### src/rtl/dco_pkg.sv
// Shared definitions for the DCO and its period meter: the coarse level
// table that maps each 4-bit level to its toggle period, plus meter FSM states.
package dco_pkg;

  localparam int NUM_LEVELS = 16;

  // Toggle period (P) of each coarse level; the DCO toggles every P+1 clk cycles.
  localparam logic [7:0] LEVEL_PERIOD [0:NUM_LEVELS-1] = '{
    8'd10, 8'd30, 8'd34, 8'd40, 8'd44, 8'd50, 8'd54, 8'd60,
    8'd64, 8'd70, 8'd74, 8'd80, 8'd84, 8'd90, 8'd94, 8'd100
  };

  typedef enum logic [1:0] {
    IDLE    = 2'd0,
    ARM     = 2'd1,
    MEASURE = 2'd2
  } state_t;

endpackage

### src/rtl/dco_level_encoder.sv
// Maps a measured half-period H to the nearest coarse level (P = H-1).
// Ties resolve to the lower level because only a strictly smaller distance wins.
module dco_level_encoder
  import dco_pkg::*;
#(
  parameter int CNT_W = 8
) (
  input  logic [CNT_W-1:0] i_half,
  output logic [3:0]       o_level
);

  // One spare bit so the all-ones initial best distance is never matched.
  localparam int DW = ((CNT_W > 8) ? CNT_W : 8) + 1;

  logic [CNT_W-1:0] w_p;
  logic [DW-1:0]    w_p_ext;
  logic [DW-1:0]    w_entry;
  logic [DW-1:0]    w_dist;
  logic [DW-1:0]    w_best_dist;

  assign w_p = i_half - CNT_W'(1);

  always_comb begin
    w_p_ext     = DW'(w_p);
    w_entry     = '0;
    w_dist      = '0;
    w_best_dist = '1;
    o_level     = '0;
    for (int i = 0; i < NUM_LEVELS; i++) begin
      w_entry = DW'(LEVEL_PERIOD[i]);
      w_dist  = (w_p_ext >= w_entry) ? (w_p_ext - w_entry) : (w_entry - w_p_ext);
      if (w_dist < w_best_dist) begin
        w_best_dist = w_dist;
        o_level     = 4'(i);
      end
    end
  end

endmodule

### src/rtl/dco_period_meter.sv
// Measures DCO half-periods in clk cycles, converts them to the nearest coarse
// level, and tracks measurement stability and loss of toggling.
//
// meas_valid is a single-cycle qualifier with no back-pressure: half_period,
// level and stable are meaningful on the cycle it is high, and the consumer
// must take them then (half_period/level also hold until the next pulse).
module dco_period_meter
  import dco_pkg::*;
#(
  parameter int CNT_W    = 8,
  parameter int TIMEOUT  = 255,
  parameter int STABLE_N = 4,
  parameter int TOL      = 1
) (
  input  logic             clk,
  input  logic             rst_n,
  input  logic             en,
  input  logic             dco_in,
  output logic             meas_valid,
  output logic [CNT_W-1:0] half_period,
  output logic [3:0]       level,
  output logic             stable,
  output logic             timeout,
  output state_t           dbg_state
);

  localparam int               RUN_W     = $clog2(STABLE_N + 1);
  localparam logic [CNT_W-1:0] TIMEOUT_V = CNT_W'(TIMEOUT);
  localparam logic [CNT_W-1:0] CNT_MAX   = '1;
  localparam logic [CNT_W:0]   TOL_V     = (CNT_W + 1)'(TOL);
  localparam logic [RUN_W-1:0] STABLE_V  = RUN_W'(STABLE_N);

  state_t           r_state, w_state_n;
  logic             r_sync1, r_sync2, r_prev;
  logic [CNT_W-1:0] r_cnt, w_cnt_n;
  logic [CNT_W-1:0] r_half, w_half_n;
  logic [3:0]       r_level, w_level_n;
  logic             r_valid, w_valid_n;
  logic             r_stable, w_stable_n;
  logic             r_timeout, w_timeout_n;
  logic [RUN_W-1:0] r_run, w_run_n;

  logic                    w_edge;
  logic [CNT_W-1:0]        w_cnt_inc;
  logic signed [CNT_W:0]   w_diff;
  logic [CNT_W:0]          w_abs;
  logic                    w_in_tol;
  logic [3:0]              w_enc_level;

  // dco_in is asynchronous: two-flop synchronizer, then one more stage for edge detect.
  assign w_edge    = r_sync2 ^ r_prev;
  assign w_cnt_inc = (r_cnt == CNT_MAX) ? r_cnt : (r_cnt + CNT_W'(1));
  assign w_diff    = $signed({1'b0, r_cnt}) - $signed({1'b0, r_half});
  assign w_abs     = w_diff[CNT_W] ? (-w_diff) : w_diff;
  assign w_in_tol  = (w_abs <= TOL_V);

  dco_level_encoder #(
    .CNT_W (CNT_W)
  ) u_enc (
    .i_half  (r_cnt),
    .o_level (w_enc_level)
  );

  always_comb begin
    w_state_n   = r_state;
    w_cnt_n     = r_cnt;
    w_half_n    = r_half;
    w_level_n   = r_level;
    w_valid_n   = 1'b0;
    w_stable_n  = r_stable;
    w_timeout_n = r_timeout;
    w_run_n     = r_run;

    if (!en) begin
      w_state_n   = IDLE;
      w_cnt_n     = '0;
      w_stable_n  = 1'b0;
      w_timeout_n = 1'b0;
      w_run_n     = '0;
    end else begin
      case (r_state)
        IDLE: begin
          w_state_n = ARM;
          w_cnt_n   = '0;
        end
        ARM: begin
          w_cnt_n = '0;
          if (w_edge) begin
            w_cnt_n   = CNT_W'(1);
            w_state_n = MEASURE;
          end
        end
        MEASURE: begin
          // An edge on the timeout cycle still counts as a measurement.
          if (w_edge) begin
            w_half_n    = r_cnt;
            w_level_n   = w_enc_level;
            w_valid_n   = 1'b1;
            w_timeout_n = 1'b0;
            w_cnt_n     = CNT_W'(1);
            if (r_run == '0) begin
              w_run_n = RUN_W'(1);
            end else if (w_in_tol) begin
              w_run_n = (r_run >= STABLE_V) ? STABLE_V : (r_run + RUN_W'(1));
            end else begin
              w_run_n = RUN_W'(1);
            end
            w_stable_n = (w_run_n >= STABLE_V);
          end else if (r_cnt >= TIMEOUT_V) begin
            w_timeout_n = 1'b1;
            w_stable_n  = 1'b0;
            w_run_n     = '0;
            w_cnt_n     = '0;
            w_state_n   = ARM;
          end else begin
            w_cnt_n = w_cnt_inc;
          end
        end
        default: begin
          w_state_n = IDLE;
          w_cnt_n   = '0;
        end
      endcase
    end
  end

  always_ff @(posedge clk or negedge rst_n) begin
    if (!rst_n) begin
      r_state   <= IDLE;
      r_sync1   <= 1'b0;
      r_sync2   <= 1'b0;
      r_prev    <= 1'b0;
      r_cnt     <= '0;
      r_half    <= '0;
      r_level   <= '0;
      r_valid   <= 1'b0;
      r_stable  <= 1'b0;
      r_timeout <= 1'b0;
      r_run     <= '0;
    end else begin
      r_state   <= w_state_n;
      r_sync1   <= dco_in;
      r_sync2   <= r_sync1;
      r_prev    <= r_sync2;
      r_cnt     <= w_cnt_n;
      r_half    <= w_half_n;
      r_level   <= w_level_n;
      r_valid   <= w_valid_n;
      r_stable  <= w_stable_n;
      r_timeout <= w_timeout_n;
      r_run     <= w_run_n;
    end
  end

  assign meas_valid  = r_valid;
  assign half_period = r_half;
  assign level       = r_level;
  assign stable      = r_stable;
  assign timeout     = r_timeout;
  assign dbg_state   = r_state;

endmodule

### config.mk
export PLATFORM = sky130hd
export DESIGN_NAME = dco_period_meter
export DESIGN_NICKNAME = d
export VERILOG_FILES = /design/src/rtl/dco_pkg.sv /design/src/rtl/dco_level_encoder.sv /design/src/rtl/dco_period_meter.sv
export SDC_FILE = /design/constraint.sdc
export NUM_CORES = 1
export LEC_CHECK = 0
export BUFFER_PORTS_ARGS = -buffer_cell sky130_fd_sc_hd__buf_2
export CELL_PAD_IN_SITES_DETAIL_PLACEMENT = 0
export CELL_PAD_IN_SITES_GLOBAL_PLACEMENT = 1
export CORE_MARGIN = 5
export CORE_UTILIZATION = 44
export CTS_BUF_LIST = sky130_fd_sc_hd__clkbuf_16
export DETAILED_ROUTE_END_ITERATION = 12
export PLACE_DENSITY = 0.86
export SLEW_MARGIN = 20
export SYNTH_ARGS = -nofsm -noshare
export SYNTH_HDL_FRONTEND = slang
export SYNTH_SLANG_ARGS = --single-unit
### constraint.sdc
create_clock -name clk -period 29.5 [get_ports clk]
set_input_delay 1.475 -clock clk [delete_from_list [all_inputs] [get_ports clk]]
set_output_delay 1.475 -clock clk [all_outputs]
set_load 0.005 [all_outputs]
==> results of run 1 <==
==> cell usage in the layout (no fill, tap or decap), drive strengths merged, types with 8 or more instances in the layout <==
cell type | Yosys | final
o21ai | 115 | 115
o211ai | 15 | 15
a221oi | 8 | 8
inv | 81 | 81
ha | 137 | 137
mux2 | 11 | 11
a211o | 11 | 11
a211oi | 19 | 19
a31o | 9 | 9
nand4 | 15 | 15
and3 | 10 | 10
nand2b | 24 | 24
nor2b | 20 | 20
dfrtp | 31 | 31
a21o | 41 | 41
and2 | 23 | 23
or3 | 10 | 10
nor2 | 150 | 150
a21oi | 134 | 134
o21bai | 9 | 9
mux2i | 32 | 32
o21a | 25 | 25
o31ai | 16 | 16
nor4 | 10 | 10
a31oi | 27 | 27
nand2 | 143 | 143
o22ai | 13 | 13
nand3 | 40 | 40
o31a | 9 | 9
xnor2 | 86 | 86
or2 | 9 | 10
nor3 | 36 | 36
buf | 28 | 180
==> per-stage QoR <==
| step | hold slack [ns] | utilization, % | TNS, ns | std cells | setup WS [ns] |
|---|---|---|---|---|---|
| floorplan | 0.3312 | - | 0 | 1505 | 0.03883 |
| global placement | 0.3473 | 48.97 | -1.746 | 1871 | -0.4695 |
| detailed placement | 0.3396 | 48.97 | -4.484 | 1871 | -1.167 |
| CTS | 0.3539 | 50.20 | 0 | 1883 | 0.08125 |
| global route | 0.3537 | 54.54 | -1.567 | 1937 | -0.4291 |
| finish | 0.3509 | 54.54 | 0 | 1937 | 0.9971 |
==> final cells by class <==
class                           count  area, um2
Fill cell                        2274      10670
Multi-Input combinational cell   1315       9816
Timing Repair Buffer              181       1334
Sequential cell                    31      777.0
Tap cell                          319      399.1
Inverter                           83      311.5
Clock buffer                        5      125.1
Clock inverter                      3      38.79
==> registers in the layout, indices dropped and copies added (netlist names) <==
register / count
half_period: 8
r_cnt: 8
level: 4
r_run: 3
dbg_state: 2
meas_valid: 1
r_prev: 1
r_sync1: 1
r_sync2: 1
stable: 1
timeout: 1
==> layer usage <==
metal	up-vias	part of all wire (%)
met4	2	3.7
met5	-	0.028
met1	5801	42
met2	680	45
li1	5783	-
met3	134	9.0
==> logic make-up (layout without fill, tap and decap cells) <==
kind of cell,Yosys count,after routing,share of synthesized area (%)
AO/OA/AOI/OAI,530,531,34.42
AND/OR/NAND/NOR,510,511,23.42
buffers and inverters,161,272,6.095
adder cells (fa/ha/maj),140,140,16.69
XOR/XNOR,90,90,7.702
multiplexers,43,43,4.298
flip-flops,31,31,7.381
==> synthesized netlist by cell type (all sizes together) (16+ instances only) <==
library cell / number
clkbuf: 50
dfrtp: 31
o31ai: 16
ha: 137
a21oi: 134
a21o: 41
o21a: 25
nand2b: 24
nor3: 36
and2: 23
inv: 81
nand3: 40
nor2: 150
o21ai: 115
mux2i: 32
xnor2: 86
nand2: 143
a31oi: 27
nor2b: 20
buf: 28
a211oi: 19
==> worst max-delay path: cells and delay by family, from the launching register on <==
family                   cells  cell delay, ns
multiplexers                 4            0.85
adder cells (fa/ha/maj)     15            4.10
AND/OR/NAND/NOR             41            6.06
XOR/XNOR                     1            0.13
flip-flops                   1            0.39
buffers and inverters       16            2.39
AO/OA/AOI/OAI               73           14.40
==> path summary, 6_finish.rpt <==
check,depth (start not counted),endpoint
max,150,level[3]$_DFFE_PN0P_
min,0,r_sync2$_DFF_PN0_
max reg2reg,150,level[3]$_DFFE_PN0P_
min reg2reg,0,r_sync2$_DFF_PN0_
max in group asynchronous,1,r_cnt[2]$_DFF_PN0_
min in group asynchronous,1,r_run[1]$_DFFE_PN0P_
==> timing repair <==
item                       CTS  global route
gates cloned                 1             1
buffers inserted             3            53
gates resized for setup     22           139
setup endpoints to repair    4             4
pin swaps                    3            49
==> out/qor.csv, run 1 <==
metric,value,unit
worst hold path type,flip-flop to flip-flop,
run status,completed,
DRC,0,
crit-path max FO,14,
Initial Utilization,44.78,%
1st-pass router iterations,6,
NumNets Final,1759,
synth warn,0,
CTS Buf Count,5,
CP Launch Type,flip-flop,
CTS tree,yes,
CP Capture Type,flip-flop,
Syn Nets,1647,
Worst Setup SP,r_cnt[1]$_DFF_PN0_,
Ports,21,
Main synth FF type,dfrtp_1,
grt met2 use,43.81,%
max incr delay on CP,0.46,ns
Setup Crit Path Kind,flip-flop to flip-flop,
Gate Count Post-Synth,1505,
Synth area leaders,"ha_1, dfrtp_1, xnor2_1",
sequential area share after synthesis,7.381,%
WL/cell,20.57,um
worst reg-to-reg setup slack,1.0,ns
gr ovfl total,0,
highest clock rate,0.03508,GHz
clock root cell,clkbuf_16,
layout cells sized above 1,22.25,%
Initial DRC Count,1593,
Post-synth EDFFs,0,
WL final,39.85,mm
Most common cell on crit path,ha_1,
Final setup viols,0,
"FF+latch count, synth",31,
Tcrit/Tclk final,96.62,%
met1 Resource Use GR,38.11,%
Die Ht,164.6,um
Sink Count,31,
worst clock skew,0.006743,ns
first-pass GRT wire length,60.69,mm
WP data arrival,28.68,ns
Slew headroom,35.20,%
met3 usage in global routing,4.193,%
max-cap violations,0,
top cell type by total area after synthesis,ha_1,
H-tree Lvls,2,
Core ar.,23470,um2
Synth top area share,16.31,%
Yosys cell types,113,
Reg-to-Reg Start,r_cnt[1]$_DFF_PN0_,
die footprint,27080,um2
Rows,56,
Vias,12400,
Detail Route Antenna Nets,0,
Worst-Margin Slew,0.9631,ns
"Design Area, Final",12800,um2
pin count of the biggest net entering global routing,32,
Fin. Hold Viols,0,
minimum clock period,28.50,ns
Crit path required time,29.67,ns
dpl cell area,11490,um2
Netlist Area Pre-Place,10510,um2
# diodes,0,
vias in the first global route,11345,
"Slowest-stage cell, CP",a2111o_1,
gr busiest metal,met2,
max-slew violations,0,
total track usage,27.52,%
CTS Buffer Depth,2,
initial antenna violation count,1,
clk_lat worst skew,0.27,ns
"Area growth, synth to finish",21.80,%
dpl hpwl,29.62,mm
hold_sp,r_sync1$_DFF_PN0_,
syn_area_per_cell,6.983,um2
Port Buffers,20,
"Hold-fix buffers, CTS",0,
Final Wtd Congestion,1.038,
Worst-path clk slew,0.05,ns
Synth async-reset ratio,100.0,%
Via-to-Cell Ratio,6.402,
chip width,164.6,um
Power of run 1 is not shown: default switching activity piles up to over one toggle a cycle in this logic, so the estimate is an artifact.
==> inputs of run 2 (changes only) <==
--- a/config.mk
+++ b/config.mk
@@ -13,6 +13,7 @@
 export CTS_BUF_LIST = sky130_fd_sc_hd__clkbuf_16
 export DETAILED_ROUTE_END_ITERATION = 12
 export PLACE_DENSITY = 0.86
+export RECOVER_POWER = 100
 export SLEW_MARGIN = 20
 export SYNTH_ARGS = -nofsm -noshare
 export SYNTH_HDL_FRONTEND = slang
==> run 2 against run 1 <==
The run now ends with max-capacitance violations, max-slew violations left. Die area stayed put. Flip-flop and latch count stayed put. Clock skew hardly changed. Register-to-register slack better by 0.03 ns. Maximum frequency hardly changed. Critical endpoint unchanged. First-iteration DRC count hardly changed. Sequential share of layout area hardly changed. Global-route usage stayed put. Largest cell class unchanged. Wire length hardly changed.
==> out/qor.csv, run 2 (same netlist as run 1, synthesis figures left out) <==
metric,value,unit
1st-pass router iterations,6,
FF-to-FF path depth,151,
Hold Crit Depth,0,
worst setup margin,1.025,ns
first-pass GRT wire length,60.69,mm
H-tree Lvls,2,
"Area growth, synth to finish",21.75,%
Final Wtd Congestion,1.038,
grt met2 use,43.81,%
"leading cell type in the layout, fill and taps excluded",buf_4,
Sink Count,31,
CTS Buf Count,5,
total track usage,27.52,%
failing checks,"max-capacitance violations, max-slew violations",
NumNets Final,1759,
DRC,0,
Reg-to-Reg Start,r_cnt[1]$_DFF_PN0_,
worst hold path type,flip-flop to flip-flop,
Worst-Margin Slew,1.635,ns
met3 usage in global routing,4.193,%
highest clock rate,0.03512,GHz
Setup Crit Path Kind,flip-flop to flip-flop,
max-slew violations,32,
Rows,56,
dpl ws,-1.167,ns
chip width,164.6,um
Detail Route Antenna Nets,0,
Port Buffers,20,
most frequent cells in the layout,"buf_4, nand2_1, nor2_1",
clock root cell,clkbuf_16,
Worst-path clk slew,0.05,ns
# diodes,0,
Die Ht,164.6,um
pin count of the biggest net entering global routing,32,
minimum clock period,28.48,ns
clk_lat worst skew,0.27,ns
vias in the first global route,11345,
WP data arrival,28.65,ns
met1 Resource Use GR,38.11,%
Final setup viols,0,
Slew headroom,-8.972,%
gr ovfl total,0,
CTS Buffer Depth,2,
CP Launch Type,flip-flop,
die footprint,27080,um2
WL final,39.85,mm
max incr delay on CP,0.42,ns
Most common cell on crit path,ha_1,
CTS tree,yes,
Core ar.,23470,um2
Ports,21,
Initial DRC Count,1594,
gr busiest metal,met2,
layout cells sized above 1,22.00,%
hold_sp,r_sync1$_DFF_PN0_,
WL/cell,20.57,um
dpl hpwl,29.62,mm
CP Capture Type,flip-flop,
"Slowest-stage cell, CP",or3_4,
"Hold-fix buffers, CTS",0,
worst reg-to-reg setup slack,1.02,ns
initial antenna violation count,1,
FF-to-FF End,level[3]$_DFFE_PN0P_,
max-cap violations,1,
Vias,12374,
Fin. Hold Viols,0,
hold endpoint,r_sync2$_DFF_PN0_,
Tcrit/Tclk final,96.53,%
Initial Utilization,44.78,%
run status,finished with violations,
Crit path required time,29.67,ns
crit-path max FO,14,
Via-to-Cell Ratio,6.388,
worst clock skew,0.006754,ns
## run 2: cell type report
class | instances | area, um2
fill | 2277 | 10680
multi-input combinational | 1315 | 9816
timing repair buffer | 181 | 1329
sequential | 31 | 777.0
tap | 319 | 399.1
inverter | 83 | 311.5
clock buffer | 5 | 125.1
clock inverter | 3 | 38.79
## run 2: worst max-delay path by stage
stage | start | to | slack, ns | depth (start not counted)
final | r_cnt[1]$_DFF_PN0_ | level[3]$_DFFE_PN0P_ | 1.02 | 151
after global routing | r_cnt[1]$_DFF_PN0_ | level[3]$_DFFE_PN0P_ | -0.43 | 155
after CTS | r_cnt[1]$_DFF_PN0_ | level[3]$_DFFE_PN0P_ | 0.08 | 146
after detailed placement | r_cnt[1]$_DFF_PN0_ | level[3]$_DFFE_PN0P_ | -1.17 | 149
after global placement | r_cnt[1]$_DFF_PN0_ | level[3]$_DFFE_PN0P_ | -0.47 | 147
after floorplan | r_cnt[0]$_DFF_PN0_ | level[2]$_DFFE_PN0P_ | 0.04 | 160
## run 2: repair_timing
action,CTS,global route
cloned,1,1
setup buffers,3,53
gates resized for setup,22,139
endpoints found under the setup margin,4,4
pin swaps,3,49
## run 2: routing by layer
layer / part of all wire (%) / up-vias / routed length, um
met2: 45 / 662 / 18030
li1: - / 5782 / -
met3: 9.2 / 127 / 3654
met5: 0.028 / - / 11
met1: 42 / 5801 / 16750
met4: 3.5 / 2 / 1413
## run 2: worst max-delay path: cells and delay by family (launching register included)
family	cells	cell delay [ns]
compound gates	71	13.92
xor+xnor	1	0.13
fa+ha+maj	15	4.22
buf+inv	17	2.51
flops	1	0.39
mux	4	0.85
simple gates	43	6.30
## run 2: metrics by stage
stage          utilization (%)  area, um2  hold WS [ns]  std cells  setup TNS, ns
5_1_grt                  54.51      12800        0.3537       1937         -1.567
2_1_floorplan                -      10510        0.3312       1505              0
3_5_place_dp             48.97      11490        0.3396       1871         -4.484
6_report                 54.51      12800        0.3509       1937              0
3_3_place_gp             48.97      11490        0.3473       1871         -1.746
4_1_cts                  50.20      11780        0.3539       1883              0
Power of run 2 is left out for the same reason.
==> inputs of run 3 (changes only) <==
--- a/config.mk
+++ b/config.mk
@@ -9,10 +9,10 @@
 export CELL_PAD_IN_SITES_DETAIL_PLACEMENT = 0
 export CELL_PAD_IN_SITES_GLOBAL_PLACEMENT = 1
 export CORE_MARGIN = 5
-export CORE_UTILIZATION = 44
+export CORE_UTILIZATION = 25
 export CTS_BUF_LIST = sky130_fd_sc_hd__clkbuf_16
 export DETAILED_ROUTE_END_ITERATION = 12
-export PLACE_DENSITY = 0.86
+export PLACE_DENSITY = 0.56
 export RECOVER_POWER = 100
 export SLEW_MARGIN = 20
 export SYNTH_ARGS = -nofsm -noshare
==> run 3 against run 2 <==
The flow still finishes with violations (max-capacitance violations, max-slew violations). Wire length is 15% higher. Non-clock buffer count is 13 higher. Clock skew is 0.00061 ns lower. Cell area is 1.8% higher. Maximum frequency is 1.7% higher. Cell count is 12% higher. Utilization is 23 points lower. Register-to-register slack better by 0.47 ns. Critical path depth is 3 lower. Sequential share of layout area is 0.12 points lower. Critical path type unchanged. Critical endpoint is now level[2]$_DFFE_PN0P_.
==> out/qor.csv, run 3 (same netlist as run 1, synthesis figures left out) <==
metric,value,unit
run status,finished with violations,
failing checks,"max-capacitance violations, max-slew violations",
initial antenna violation count,0,
"Design Area, Final",13030,um2
Die Ht,215.0,um
Reg-to-Reg Start,r_cnt[1]$_DFF_PN0_,
max-cap violations,1,
Rows,75,
Ports,21,
die footprint,46240,um2
gr ovfl total,0,
total track usage,18.41,%
"Slowest-stage cell, CP",a2111o_1,
first-pass GRT wire length,68.44,mm
Tcrit/Tclk final,94.95,%
worst hold path type,flip-flop to flip-flop,
clk_lat worst skew,0.28,ns
Fin. Hold Viols,0,
Hold WS,0.3454,ns
Worst-Margin Slew,1.673,ns
Initial Utilization,25.17,%
WL/cell,21.09,um
chip width,215.0,um
Most common cell on crit path,ha_1,
DRC,0,
critical path endpoint,level[2]$_DFFE_PN0P_,
# diodes,0,
WP data arrival,28.20,ns
worst clock skew,0.006142,ns
minimum clock period,28.01,ns
"Hold-fix buffers, CTS",0,
clock root cell,clkbuf_16,
Worst Setup SP,r_cnt[1]$_DFF_PN0_,
max-slew violations,32,
Final setup viols,0,
most frequent cells in the layout,"buf_4, nand2_1, nor2_1",
worst setup margin,1.490,ns
Crit path required time,29.69,ns
WL final,45.72,mm
layout cells sized above 1,21.79,%
"leading cell type in the layout, fill and taps excluded",buf_4,
CTS tree,yes,
FF-to-FF path depth,148,
Initial DRC Count,885,
Fillers,4515,
Slew headroom,-11.54,%
CTS Buf Count,5,
dpl cell area,11990,um2
CP Launch Type,flip-flop,
Worst-path clk slew,0.05,ns
highest clock rate,0.03570,GHz
Detail Route Antenna Nets,0,
Vias,12011,
Final Wtd Congestion,0.9734,
NumNets Final,1770,
Sink Count,31,
FF-to-FF End,level[2]$_DFFE_PN0P_,
Port Buffers,20,
dpl hpwl,36.58,mm
vias in the first global route,11423,
CP Capture Type,flip-flop,
CTS Buffer Depth,2,
worst reg-to-reg setup slack,1.49,ns
"Area growth, synth to finish",24.00,%
fin cells,2168,
1st-pass router iterations,5,
crit-path max FO,14,
placed cell count,2122,
dpl ws,-1.035,ns
pin count of the biggest net entering global routing,32,
Core ar.,41760,um2
Setup Crit Path Kind,flip-flop to flip-flop,
Via-to-Cell Ratio,5.540,
H-tree Lvls,2,
max incr delay on CP,0.46,ns
run 3: changes by cell type in the layout (fill, tap and decap cells not counted), sizes merged:
cell	previous run	this run
buf	176	181
bufinv	1	0
clkbuf	10	18
clkinv	4	3
inv	81	83
o41a	2	1
or2	10	9
run 3: final cells by class:
| type | count | area (um2) | area share [%] |
|---|---|---|---|
| clock inverters | 3 | 12.51 | 0.09601 |
| well taps | 539 | 674.4 | 5.175 |
| flip-flops and latches | 31 | 775.7 | 5.952 |
| inverters | 83 | 311.5 | 2.391 |
| multi-input cells | 1313 | 9733 | 74.68 |
| clock buffers | 5 | 125.1 | 0.9601 |
| repair buffers | 194 | 1400 | 10.74 |
run 3: layer usage:
metal | global-route usage, % | wire (um) | vias to the layer above
li1 | - | - | 5805
met5 | 0 | 0 | -
met4 | 4.246 | 1156 | 0
met3 | 1.956 | 2355 | 76
met1 | 25.27 | 21080 | 5788
met2 | 31.23 | 21140 | 342
run 3: how the worst min path moves through the flow:
| stage | start | end | slack [ns] | cells past startpoint |
|---|---|---|---|---|
| 2_1_floorplan | r_sync1$_DFF_PN0_ | r_sync2$_DFF_PN0_ | 0.33 | 0 |
| 3_3_place_gp | r_sync1$_DFF_PN0_ | r_sync2$_DFF_PN0_ | 0.34 | 0 |
| 3_5_place_dp | r_sync1$_DFF_PN0_ | r_sync2$_DFF_PN0_ | 0.34 | 0 |
| 4_1_cts | r_sync1$_DFF_PN0_ | r_sync2$_DFF_PN0_ | 0.35 | 0 |
| 5_1_grt | r_sync1$_DFF_PN0_ | r_sync2$_DFF_PN0_ | 0.36 | 0 |
| 6_report | r_sync1$_DFF_PN0_ | r_sync2$_DFF_PN0_ | 0.35 | 0 |
run 3: timing repair:
action / in CTS / in global routing
setup endpoints to repair: 4 / 4
pin swaps: 1 / 48
buffers inserted: 2 / 36
gates resized for setup: 18 / 130
run 3: metrics by stage:
| step | setup TNS (ns) | util [%] |
|---|---|---|
| 2_1_floorplan | 0 | - |
| 4_1_cts | 0 | 29.27 |
| 6_report | 0 | 31.21 |
| 3_3_place_gp | -3.178 | 28.71 |
| 3_5_place_dp | -3.977 | 28.71 |
| 5_1_grt | -0.6596 | 31.21 |
run 3: critical path: cells and delay by family (launching register included):
family / cells / cell delay, ns
AND/OR/NAND/NOR: 39 / 5.75
XOR/XNOR: 1 / 0.16
adder cells (fa/ha/maj): 17 / 4.75
multiplexers: 4 / 1.00
AO/OA/AOI/OAI: 73 / 13.82
flip-flops: 1 / 0.37
buffers and inverters: 14 / 2.02
Power of run 3 is left out for the same reason.
